--- config.mk ---
export PLATFORM = sky130hd
export DESIGN_NAME = barrel_out_framer
export DESIGN_NICKNAME = d
export VERILOG_FILES = /design/src/rtl/barrel_pkg.sv /design/src/rtl/framer_fifo.sv /design/src/rtl/barrel_out_framer.sv
export SDC_FILE = /design/constraint.sdc
export NUM_CORES = 1
export LEC_CHECK = 0
export CAP_MARGIN = 20
export CORE_MARGIN = 8
export CORE_UTILIZATION = 54
export CTS_BUF_LIST = sky130_fd_sc_hd__clkbuf_4 sky130_fd_sc_hd__clkbuf_8
export DETAILED_ROUTE_END_ITERATION = 8
export PLACE_DENSITY = 0.76
export SLEW_MARGIN = 10
export SYNTH_ARGS = -nofsm -noshare
export SYNTH_HDL_FRONTEND = slang
export SYNTH_HIERARCHICAL = 1
export SYNTH_SLANG_ARGS = --single-unit
export TNS_END_PERCENT = 20
--- constraint.sdc ---
create_clock -name clk -period 4.2 [get_ports clk]
set_clock_uncertainty 0.15 [all_clocks]
set_input_delay 0.84 -clock clk [delete_from_list [all_inputs] [get_ports clk]]
set_output_delay 0.84 -clock clk [all_outputs]
set_load 0.01 [all_outputs]
--- src/rtl/barrel_pkg.sv ---
// barrel_pkg
// Constants and types shared by the barrel-projection output path
// (memory interface, math blocks, output framer).
//   BARREL_WIDTH / BARREL_HEIGHT : default active raster size
//   PIXEL_W / pixel_t            : corrected pixel format
package barrel_pkg;

  localparam int BARREL_WIDTH  = 1080;
  localparam int BARREL_HEIGHT = 960;
  localparam int PIXEL_W       = 16;

  typedef logic [PIXEL_W-1:0] pixel_t;

  // Counter width for a raster dimension; never narrower than one bit.
  function automatic int raster_bits(input int extent);
    return (extent > 1) ? $clog2(extent) : 1;
  endfunction

endpackage

--- src/rtl/framer_fifo.sv ---
// framer_fifo
// Synchronous FIFO, read/write pointers plus occupancy count.
// Ports:
//   clk, reset      : clock, synchronous active-high reset (flushes contents)
//   push, wr_data   : write request and data; ignored while full
//   pop             : read request; ignored while empty
//   head            : entry at the read pointer (valid when !empty)
//   full, empty     : occupancy flags, registered-state only
// FIFO_DEPTH must be a power of two so pointers wrap naturally.
module framer_fifo #(
  parameter int DATA_W     = 16,
  parameter int FIFO_DEPTH = 16
) (
  input  logic              clk,
  input  logic              reset,
  input  logic              push,
  input  logic [DATA_W-1:0] wr_data,
  input  logic              pop,
  output logic [DATA_W-1:0] head,
  output logic              full,
  output logic              empty
);

  localparam int AW = $clog2(FIFO_DEPTH);
  localparam int CW = AW + 1;

  logic [DATA_W-1:0] mem_q [FIFO_DEPTH];
  logic [DATA_W-1:0] mem_d [FIFO_DEPTH];
  logic [AW-1:0]     wr_ptr_q, wr_ptr_d;
  logic [AW-1:0]     rd_ptr_q, rd_ptr_d;
  logic [CW-1:0]     count_q, count_d;
  logic              do_push, do_pop;

  assign full    = (count_q == CW'(FIFO_DEPTH));
  assign empty   = (count_q == '0);
  assign head    = mem_q[rd_ptr_q];

  // A full FIFO refuses a push even when a pop frees a slot in the same cycle.
  assign do_push = push && !full;
  assign do_pop  = pop && !empty;

  always_comb begin
    mem_d    = mem_q;
    wr_ptr_d = wr_ptr_q;
    rd_ptr_d = rd_ptr_q;
    count_d  = count_q;
    if (do_push) begin
      mem_d[wr_ptr_q] = wr_data;
      wr_ptr_d        = wr_ptr_q + AW'(1);
    end
    if (do_pop) begin
      rd_ptr_d = rd_ptr_q + AW'(1);
    end
    case ({do_push, do_pop})
      2'b10:   count_d = count_q + CW'(1);
      2'b01:   count_d = count_q - CW'(1);
      default: count_d = count_q;
    endcase
  end

  always_ff @(posedge clk) begin
    if (reset) begin
      wr_ptr_q <= '0;
      rd_ptr_q <= '0;
      count_q  <= '0;
    end else begin
      wr_ptr_q <= wr_ptr_d;
      rd_ptr_q <= rd_ptr_d;
      count_q  <= count_d;
    end
  end

  // Storage needs no reset: it is only observed through a non-empty head.
  always_ff @(posedge clk) begin
    mem_q <= mem_d;
  end

endmodule

--- src/rtl/barrel_out_framer.sv ---
// barrel_out_framer
// Buffers the corrected pixel stream and re-emits it as AXI4-Stream video
// (tuser = start of frame, tlast = end of line) towards the output VDMA.
// Ports:
//   clk, reset                 : clock, synchronous active-high reset
//   s_tdata/s_tvalid/s_tready  : pixel input from the memory interface
//   m_tdata/m_tvalid/m_tready  : AXIS video output
//   m_tuser, m_tlast           : frame start / line end, qualified by m_tvalid
//   frame_done                 : one-cycle pulse after the last pixel of a frame
//   frame_count, stall_cycles  : statistics, present only when the macro
//                                BARREL_FRAMER_STATS_EN is defined
// All outputs derive from registered state; no input-to-output comb paths.
module barrel_out_framer
  import barrel_pkg::*;
#(
  parameter int WIDTH      = BARREL_WIDTH,
  parameter int HEIGHT     = BARREL_HEIGHT,
  parameter int DATA_W     = PIXEL_W,
  parameter int FIFO_DEPTH = 16
) (
  input  logic              clk,
  input  logic              reset,
  input  logic [DATA_W-1:0] s_tdata,
  input  logic              s_tvalid,
  output logic              s_tready,
  output logic [DATA_W-1:0] m_tdata,
  output logic              m_tvalid,
  input  logic              m_tready,
  output logic              m_tuser,
  output logic              m_tlast,
  output logic              frame_done
`ifdef BARREL_FRAMER_STATS_EN
  ,
  output logic [15:0]       frame_count,
  output logic [31:0]       stall_cycles
`endif
);

  localparam int XW = raster_bits(WIDTH);
  localparam int YW = raster_bits(HEIGHT);
  localparam logic [XW-1:0] X_LAST = XW'(WIDTH - 1);
  localparam logic [YW-1:0] Y_LAST = YW'(HEIGHT - 1);

  logic              fifo_full, fifo_empty;
  logic [DATA_W-1:0] fifo_head;
  logic              push, pop;
  logic              x_at_last, y_at_last;

  // Low during reset and for the first edge after it, so s_tready is
  // registered and rises one cycle after reset is released.
  logic              rst_done_q, rst_done_d;
  logic [XW-1:0]     x_q, x_d;
  logic [YW-1:0]     y_q, y_d;
  logic              frame_done_q, frame_done_d;

  framer_fifo #(
    .DATA_W     (DATA_W),
    .FIFO_DEPTH (FIFO_DEPTH)
  ) u_fifo (
    .clk     (clk),
    .reset   (reset),
    .push    (push),
    .wr_data (s_tdata),
    .pop     (pop),
    .head    (fifo_head),
    .full    (fifo_full),
    .empty   (fifo_empty)
  );

  assign s_tready   = rst_done_q && !fifo_full;
  assign m_tvalid   = !fifo_empty;
  // Storage is not reset, so mask the head to keep m_tdata at 0 when idle.
  assign m_tdata    = fifo_empty ? '0 : fifo_head;
  assign push       = s_tvalid && s_tready;
  assign pop        = m_tvalid && m_tready;

  assign x_at_last  = (x_q == X_LAST);
  assign y_at_last  = (y_q == Y_LAST);
  assign m_tuser    = m_tvalid && (x_q == '0) && (y_q == '0);
  assign m_tlast    = m_tvalid && x_at_last;
  assign frame_done = frame_done_q;

  always_comb begin
    rst_done_d   = 1'b1;
    x_d          = x_q;
    y_d          = y_q;
    frame_done_d = pop && x_at_last && y_at_last;
    if (pop) begin
      if (x_at_last) begin
        x_d = '0;
        y_d = y_at_last ? '0 : y_q + YW'(1);
      end else begin
        x_d = x_q + XW'(1);
      end
    end
  end

  always_ff @(posedge clk) begin
    if (reset) begin
      rst_done_q   <= 1'b0;
      x_q          <= '0;
      y_q          <= '0;
      frame_done_q <= 1'b0;
    end else begin
      rst_done_q   <= rst_done_d;
      x_q          <= x_d;
      y_q          <= y_d;
      frame_done_q <= frame_done_d;
    end
  end

`ifdef BARREL_FRAMER_STATS_EN
  logic [15:0] frame_count_q, frame_count_d;
  logic [31:0] stall_cycles_q, stall_cycles_d;

  always_comb begin
    frame_count_d  = frame_count_q;
    stall_cycles_d = stall_cycles_q;
    if (frame_done_q) begin
      frame_count_d = frame_count_q + 16'd1;
    end
    if (m_tvalid && !m_tready && (stall_cycles_q != 32'hFFFF_FFFF)) begin
      stall_cycles_d = stall_cycles_q + 32'd1;
    end
  end

  always_ff @(posedge clk) begin
    if (reset) begin
      frame_count_q  <= '0;
      stall_cycles_q <= '0;
    end else begin
      frame_count_q  <= frame_count_d;
      stall_cycles_q <= stall_cycles_d;
    end
  end

  assign frame_count  = frame_count_q;
  assign stall_cycles = stall_cycles_q;
`endif

endmodule

Word level (Yosys, flattened, before mapping)

Cells that the tools add are included.

Add/subtract/negate cells: 6
Magnitude comparators: 3
Eq/ne operators: 5
Mux-type cells: 11
Bitwise gates (word level): 2
Reductions and logical operators: 18

Operators with widths:

| operator                                                    | count |
|---|---|
| bitwise mux 256 bit                                         | 1 |
| binary-select mux 16 bit (select 4 bit)                     | 1 |
| demux 16 bit (select 4 bit)                                 | 1 |
| 2-to-1 mux 16 bit                                           | 4 |
| adder 11 x 1 -> 11 bit (second input constant)              | 1 |
| == test 11 bit (second input constant)                      | 1 |
| logical AND 1 bit                                           | 11 |
| logical NOT 11 bit                                          | 1 |
| 2-to-1 mux 11 bit                                           | 1 |
| adder 10 x 1 -> 10 bit (second input constant)              | 1 |
| == test 10 bit (second input constant)                      | 1 |
| >= comparator 5 bit (second input constant)                 | 2 |
| logical NOT 10 bit                                          | 1 |
| 2-to-1 mux 10 bit                                           | 1 |
| NOT 4 -> 5 bit                                              | 2 |
| case mux 5 bit (2 select lines)                             | 1 |
| adder 4 x 1 -> 4 bit (second input constant)                | 2 |
| adder 5 x 1 -> 5 bit (second input constant)                | 1 |
| == test 5 bit (second input constant)                       | 1 |
| logical NOT 5 bit                                           | 1 |
| less-than comparator 5 x 1 -> 1 bit (second input constant) | 1 |
| subtractor 5 x 1 -> 5 bit (second input constant)           | 1 |
| == test 2 x 1 -> 1 bit (second input constant)              | 1 |
| == test 2 bit (second input constant)                       | 1 |
| 4 further kinds                                             | 5 |

Register bits after elaboration: 292
Input bits: 20
Output and inout bits: 21

Longest topological paths before layout

Depth in word-level cells: 7
Gate-level depth with buffers: 14
Depth with buffers taken out: 13

Hierarchy

Netlist, hierarchy kept.

By module, submodules not included:

| module            | instances | cells an instance | area each (um^2) | seq. area each (um^2) |
|---|---|---|---|---|
| framer_fifo       | 1         | 504               | 10446.3          | 7947.6 |
| barrel_out_framer | 1         | 157               | 1321.3           | 460.4 |

Worst setup path after synthesis

OpenSTA, ideal clock, no wires.

Path type: register to register
Start: register u_fifo.count_q[0]
End: register u_fifo.count_q[4]
Arrival time: 3059 ps
Data required time: 3929 ps
Slack: 871 ps
Cell stages (with the launch flop): 15
Path buffers: 1
Path through: dfxtp_1 or4_1 buf_6 nor2_1 nor2b_1 and2_1 o21a_4 inv_1 ha_1 inv_1 fa_1 nand2b_1 a21oi_1 mux2i_1 mux2_2

Word-level cells in the longest chain between the ends: 7
Elaborated cells between the ends (all ways): 15
Classes of those cells: add/sub: 2; eq/ne: 3; mux: 1; reduce/logical: 9

Ends and longest elaborated chain:

| item                                                                  | line                    | source |
|---|---|---|
| from (decl)                                                           | framer_fifo.sv:31       | `logic [CW-1:0] count_q, count_d;` |
| from (signal assigned)                                                | framer_fifo.sv:69       | `count_q <= count_d;` |
| == test 5 bit *                                                       | framer_fifo.sv:34       | `assign full = (count_q == CW'(FIFO_DEPTH));` |
| net fifo_full                                                         | barrel_out_framer.sv:44 | `logic fifo_full, fifo_empty;` |
| logical NOT 1 bit *                                                   | barrel_out_framer.sv:70 | `assign s_tready = rst_done_q && !fifo_full;` |
| logical AND 1 bit *                                                   | barrel_out_framer.sv:70 |  |
| net s_tready                                                          | barrel_out_framer.sv:25 | `output logic s_tready,` |
| logical AND 1 bit *                                                   | barrel_out_framer.sv:74 | `assign push = s_tvalid && s_tready;` |
| net push                                                              | barrel_out_framer.sv:46 | `logic push, pop;` |
| logical AND 1 bit *                                                   | framer_fifo.sv:39       | `assign do_push = push && !full;` |
| == test 2 x 1 -> 1 bit or == test 2 bit (tied branches)               | framer_fifo.sv:54       | `case ({do_push, do_pop})` |
| case mux 5 bit (2 select lines) or nonzero test 2 bit (tied branches) | -                       |  |

The timed path passes the listed nets; every way through them passes the cells marked *.
A chain may end at the register's enable or synchronous reset.

Worst setup path after layout

Start: register u_fifo.count_q[0]
End: output m_tdata[0]

Word-level cells in the longest chain between the ends: 2

Ends and longest elaborated chain:

| item              | line                    | source |
|---|---|---|
| logical NOT 5 bit | framer_fifo.sv:35       | `assign empty = (count_q == '0);` |
| net fifo_empty    | barrel_out_framer.sv:44 |  |
| 2-to-1 mux 16 bit | barrel_out_framer.sv:73 | `assign m_tdata = fifo_empty ? '0 : fifo_head;` |
| to (decl)         | barrel_out_framer.sv:26 | `output logic [DATA_W-1:0] m_tdata,` |

The timed path passes the listed nets, and every way through them passes these cells.

==> flow_summary.html <==
<table>
<tr><th>Metric</th><th>Value</th></tr>
<tr><th colspan="2">Run status</th></tr>
<tr><td>Result of the run</td><td>complete, no violations</td></tr>
<tr><th colspan="2">Setup path</th></tr>
<tr><td>Endpoint arrival time on the critical path</td><td>roughly 3.1 ns</td></tr>
<tr><td>Worst r2r dst</td><td>u_fifo/count_q[4]$_SDFFE_PP0P_</td></tr>
<tr><td>Critical R2R Launch</td><td>u_fifo/count_q[0]$_SDFFE_PP0P_</td></tr>
<tr><td>Top fanout value on the critical path</td><td>12</td></tr>
<tr><td>Kind of end point of the critical path</td><td>output pin</td></tr>
<tr><td>Depth of the worst register-to-register path</td><td>13</td></tr>
<tr><td>Required @ worst endpoint</td><td>approximately 3.2 ns</td></tr>
<tr><td>Worst Path Class, Setup</td><td>reg2out</td></tr>
<tr><td>Element type at the critical path start</td><td>flop</td></tr>
<tr><td>Internal reg-to-reg setup slack</td><td>0.45 ns</td></tr>
<tr><th colspan="2">Clock network</th></tr>
<tr><td>Clock transition at path regs</td><td>around 0.05 ns</td></tr>
<tr><td>CTS tree</td><td>done</td></tr>
<tr><td>Buffer depth of the longest clock path</td><td>3</td></tr>
<tr><td>CTS buffer count</td><td>45</td></tr>
<tr><td>Total of hold buffers inserted after clock tree synthesis</td><td>0</td></tr>
<tr><td>Total of cells resized after clock tree synthesis</td><td>0</td></tr>
<tr><td>Total number of H-tree levels</td><td>2</td></tr>
<tr><td>Number of sinks on the clock net</td><td>about 290</td></tr>
<tr><td>Worst skew pair latency</td><td>0.54 ns</td></tr>
<tr><td>Clock root cell</td><td>sky130_fd_sc_hd__clkbuf_8</td></tr>
<tr><td>Post-CTS Setup Repair Bufs</td><td>0</td></tr>
<tr><th colspan="2">Global route</th></tr>
<tr><td>Grt ovf</td><td>0</td></tr>
<tr><td>Number of antenna violations at the first check in global routing</td><td>1</td></tr>
<tr><td>Via count of the first global-routing pass</td><td>about 6,700</td></tr>
<tr><td>Global-route wire length before repair</td><td>roughly 38,000 um</td></tr>
<tr><td>Combined global-route utilization of all metal layers</td><td>18.8%</td></tr>
<tr><td>Largest net degree at the start of global routing</td><td>between 60 and 70</td></tr>
<tr><th colspan="2">Route</th></tr>
<tr><td>Total wirelength of the detailed-routed design</td><td>24,300 um</td></tr>
<tr><td>Via total after detailed routing</td><td>6,355</td></tr>
<tr><td>Antenna-violating nets left</td><td>0</td></tr>
<tr><td>DR iter-0 viols</td><td>just under 600</td></tr>
<tr><td>First-pass DRT Iterations</td><td>5</td></tr>
<tr><td>Routed len/inst</td><td>approximately 23 um</td></tr>
<tr><td>DRC viols</td><td>0</td></tr>
<tr><td>Avg Vias per Cell</td><td>approximately 6</td></tr>
<tr><th colspan="2">Job</th></tr>
<tr><td>Max-cap violations</td><td>0</td></tr>
<tr><th colspan="2">Place</th></tr>
<tr><td>Post-detail-place hpwl</td><td>about 15,000 um</td></tr>
<tr><td>Routability-driven placement congestion ratio</td><td>0.824</td></tr>
<tr><td>Post-Place Cell Area</td><td>around 0.013 sq mm</td></tr>
<tr><td>Number of buffers added on ports</td><td>40</td></tr>
<tr><td>Pre-CTS setup slack</td><td>0.469 ns</td></tr>
<tr><th colspan="2">STA</th></tr>
<tr><td>Number of hold violations in the final report</td><td>0</td></tr>
<tr><td>Worst-Margin Slew</td><td>0.564 ns</td></tr>
<tr><td>Share of the clock period used by the worst path after layout</td><td>a little over nine tenths</td></tr>
<tr><td>Hold WS</td><td>about 0.39 ns</td></tr>
<tr><td>Sum of negative setup slack</td><td>0 ns</td></tr>
<tr><td>Timing-limited maximum frequency</td><td>between 200 and 250 MHz</td></tr>
<tr><td>Final Critical Period</td><td>roughly 4 ns</td></tr>
<tr><td>Slew Viols, Final</td><td>0</td></tr>
<tr><td>Headroom to the max-slew limit</td><td>about 62%</td></tr>
<tr><td>Worst setup margin</td><td>~0.13 ns</td></tr>
<tr><td>RSZ-0062 raised after global routing</td><td>no</td></tr>
<tr><td>Endpoints failing setup</td><td>0</td></tr>
<tr><th colspan="2">Pwr</th></tr>
<tr><td>Peak VDD IR</td><td>~230 uV</td></tr>
<tr><td>Pwr Density</td><td>425 mW/mm^2</td></tr>
<tr><td>Static power due to leakage</td><td>roughly 4.4 nW</td></tr>
<tr><th colspan="2">Cells and area</th></tr>
<tr><td>Non-Filler Cell Area, Final</td><td>0.0135 sq mm</td></tr>
<tr><td>Finished Core Util</td><td>around 62%</td></tr>
<tr><td>Area added between synthesis and finish</td><td>14.6%</td></tr>
<tr><td>Multi-input combinational cell area</td><td>0.00317 sq mm</td></tr>
<tr><td>Storage element area</td><td>~0.0084 sq mm</td></tr>
<tr><td>Net count of the finished layout</td><td>781</td></tr>
<tr><td>Proportion of layout cells with a drive suffix above 1</td><td>a little under a quarter</td></tr>
<tr><td>Filler Cells Inserted</td><td>1,492</td></tr>
<tr><th colspan="2">Synthesis</th></tr>
<tr><td>Number of synthesized flops with an enable pin</td><td>256</td></tr>
<tr><td>Post-Synthesis Cells</td><td>approximately 660</td></tr>
<tr><td>Fraction of the yosys area taken by sequential cells</td><td>around 70%</td></tr>
<tr><td>Netlist cell types</td><td>a little under 50</td></tr>
<tr><td>Ys Warns</td><td>6</td></tr>
<tr><td>Async SR Flop Fraction</td><td>0%</td></tr>
<tr><td>Combined area of all synthesized cells</td><td>between 0.01 and 0.015 sq mm</td></tr>
<tr><td>Net count of the mapped netlist</td><td>between 600 and 700</td></tr>
<tr><td>Avg Inst Size Synth</td><td>between 15 and 20 sq um</td></tr>
<tr><td>Number of storage elements in the synthesis netlist</td><td>292</td></tr>
<tr><td>Leading register cell type out of synthesis</td><td>sky130_fd_sc_hd__edfxtp_1</td></tr>
<tr><th colspan="2">Die</th></tr>
<tr><td>Effective utilization at floorplan</td><td>54.4%</td></tr>
<tr><td>Core box area</td><td>~0.022 sq mm</td></tr>
<tr><td>Die footprint</td><td>around 0.027 sq mm</td></tr>
<tr><td>Die boundary height</td><td>about 160 um</td></tr>
<tr><td>Num rows</td><td>54</td></tr>
<tr><td>Chip width</td><td>about 160 um</td></tr>
<tr><td>Boundary pin count</td><td>41</td></tr>
<tr><th colspan="2">Min path</th></tr>
<tr><td>Hold path start</td><td>y_q[5]$_SDFFE_PP0P_</td></tr>
<tr><td>Type of the most critical hold path</td><td>reg2reg</td></tr>
<tr><td>Hold Crit Depth</td><td>2</td></tr>
<tr><td>Endpoint with the worst hold slack</td><td>y_q[5]$_SDFFE_PP0P_</td></tr>
</table>
==> power breakdown <==
| group | total (mW) | internal, mW | switching, mW |
|---|---|---|---|
| combinational | 0.319 | 0.146 | 0.174 |
| clock | 2.23 | 1.19 | 1.03 |
| sequential | 3.19 | 3.18 | 0.0116 |
==> worst max-delay path: stages (launching register included) <==
cell and delay [ns]:
sky130_fd_sc_hd__dfxtp_1 0.34, sky130_fd_sc_hd__or4_1 0.77, sky130_fd_sc_hd__nor2_2 0.51, sky130_fd_sc_hd__buf_4 0.32
sky130_fd_sc_hd__nor2b_1 0.08, sky130_fd_sc_hd__clkdlybuf4s50_1 0.51
==> per-layer routing <==
layer	up-vias	GRT usage, %	share of wire [%]
li1	2797	-	-
met1	3247	23.9	39
met2	255	31.8	51
met3	56	4.28	7.9
met4	0	5.79	2.2
met5	-	0	0
==> Yosys cell counts (2+ instances only) <==
library cell	count	area, sq um
sky130_fd_sc_hd__ha_1	13	163
sky130_fd_sc_hd__nand3_1	5	25.0
sky130_fd_sc_hd__and2_1	4	25.0
sky130_fd_sc_hd__nand2_1	32	120
sky130_fd_sc_hd__o211ai_1	3	22.5
sky130_fd_sc_hd__xor2_1	15	131
sky130_fd_sc_hd__a22oi_1	32	240
sky130_fd_sc_hd__nand4_1	7	43.8
sky130_fd_sc_hd__nor2_1	51	191
sky130_fd_sc_hd__nand2b_1	4	25.0
sky130_fd_sc_hd__nor2b_1	20	125
sky130_fd_sc_hd__mux2i_1	4	40.0
sky130_fd_sc_hd__clkbuf_1	16	60.1
sky130_fd_sc_hd__o21ai_0	7	35.0
sky130_fd_sc_hd__a21oi_1	11	55.1
sky130_fd_sc_hd__nor4_1	3	18.8
sky130_fd_sc_hd__nor3_1	9	45.0
sky130_fd_sc_hd__and3_1	6	37.5
sky130_fd_sc_hd__buf_1	4	15.0
sky130_fd_sc_hd__mux4_2	64	1440
sky130_fd_sc_hd__edfxtp_1	256	7690
sky130_fd_sc_hd__dfxtp_1	36	721
sky130_fd_sc_hd__inv_1	15	56.3
sky130_fd_sc_hd__buf_6	3	33.8
sky130_fd_sc_hd__xnor2_1	4	35.0
sky130_fd_sc_hd__or4_1	2	15.0
sky130_fd_sc_hd__or3_1	7	43.8
sky130_fd_sc_hd__buf_2	5	25.0
sky130_fd_sc_hd__buf_4	3	22.5
==> how the worst max path moves through the flow <==
stage / start / endpoint / slack [ns] / cells past startpoint
6_report: u_fifo/count_q[0]$_SDFFE_PP0P_ / m_tdata[0] / 0.13 / 5
5_1_grt: u_fifo/count_q[0]$_SDFFE_PP0P_ / m_tdata[14] / 0.01 / 5
4_1_cts: u_fifo/count_q[0]$_SDFFE_PP0P_ / m_tdata[0] / 0.09 / 5
3_5_place_dp: m_tready / u_fifo/count_q[4]$_SDFFE_PP0P_ / 0.47 / 11
3_3_place_gp: m_tready / u_fifo/count_q[4]$_SDFFE_PP0P_ / 0.52 / 11
2_1_floorplan: u_fifo/count_q[0]$_SDFFE_PP0P_ / u_fifo/count_q[4]$_SDFFE_PP0P_ / 0.87 / 14
==> final cells by class <==
cell class	count	share of cell area, %
Clock buffer	59	5.42
Multi-Input combinational cell	323	23.5
Inverter	15	0.417
Timing Repair Buffer	70	4.82
Antenna cell	1	0.0186
Tap cell	280	2.60
Clock inverter	21	0.863
Sequential cell	292	62.4
==> registers in the layout, indices dropped and copies added (netlist names) <==
signal           count
u_fifo/mem_q       256
u_fifo/wr_ptr_q      4
u_fifo/count_q       5
frame_done           1
y_q                 10
x_q                 11
u_fifo/rd_ptr_q      4
rst_done_q           1
==> through the flow <==
| stage | cells | total power, mW |
|---|---|---|
| final | 1061 | 5.74 |
| after global routing | 1060 | 5.93 |
| after CTS | 1060 | 5.78 |
| after detailed placement | 980 | 3.57 |
| after global placement | 980 | 3.56 |
| after floorplan | 661 | 3.42 |
==> cell families after synthesis <==
group	Yosys count	synth area share, %
xor gates and xnor gates	19	1.41
DFF	292	71.5
muxes	69	12.7
buffers and inverters	46	1.81
and+or+nand+nor	159	7.06
adders and majority gates	14	1.55
AOI/OAI and AO/OA	62	4.03
==> placed cells by master, fill, tap and decap left out, drive strengths merged, types with 2 or more instances in the layout <==
| cell | Yosys | final |
|---|---|---|
| nor3 | 9 | 9 |
| dfxtp | 36 | 36 |
| mux4 | 64 | 64 |
| nand2b | 4 | 4 |
| nor2b | 20 | 20 |
| clkinv | 0 | 19 |
| nand3 | 5 | 5 |
| mux2i | 4 | 4 |
| buf | 15 | 30 |
| ha | 13 | 13 |
| or3 | 7 | 7 |
| and3 | 6 | 6 |
| xnor2 | 4 | 4 |
| inv | 15 | 16 |
| a22oi | 32 | 32 |
| o41ai | 2 | 2 |
| clkbuf | 16 | 59 |
| and2 | 4 | 4 |
| xor2 | 15 | 15 |
| o211ai | 4 | 4 |
| clkdlybuf4s50 | 0 | 40 |
| nor4 | 3 | 3 |
| a21oi | 11 | 11 |
| nor2 | 51 | 51 |
| nand2 | 32 | 32 |
| nand4 | 9 | 9 |
| or4 | 2 | 2 |
| o21ai | 9 | 9 |
| edfxtp | 256 | 256 |
Power figures use the tool's default switching activity.
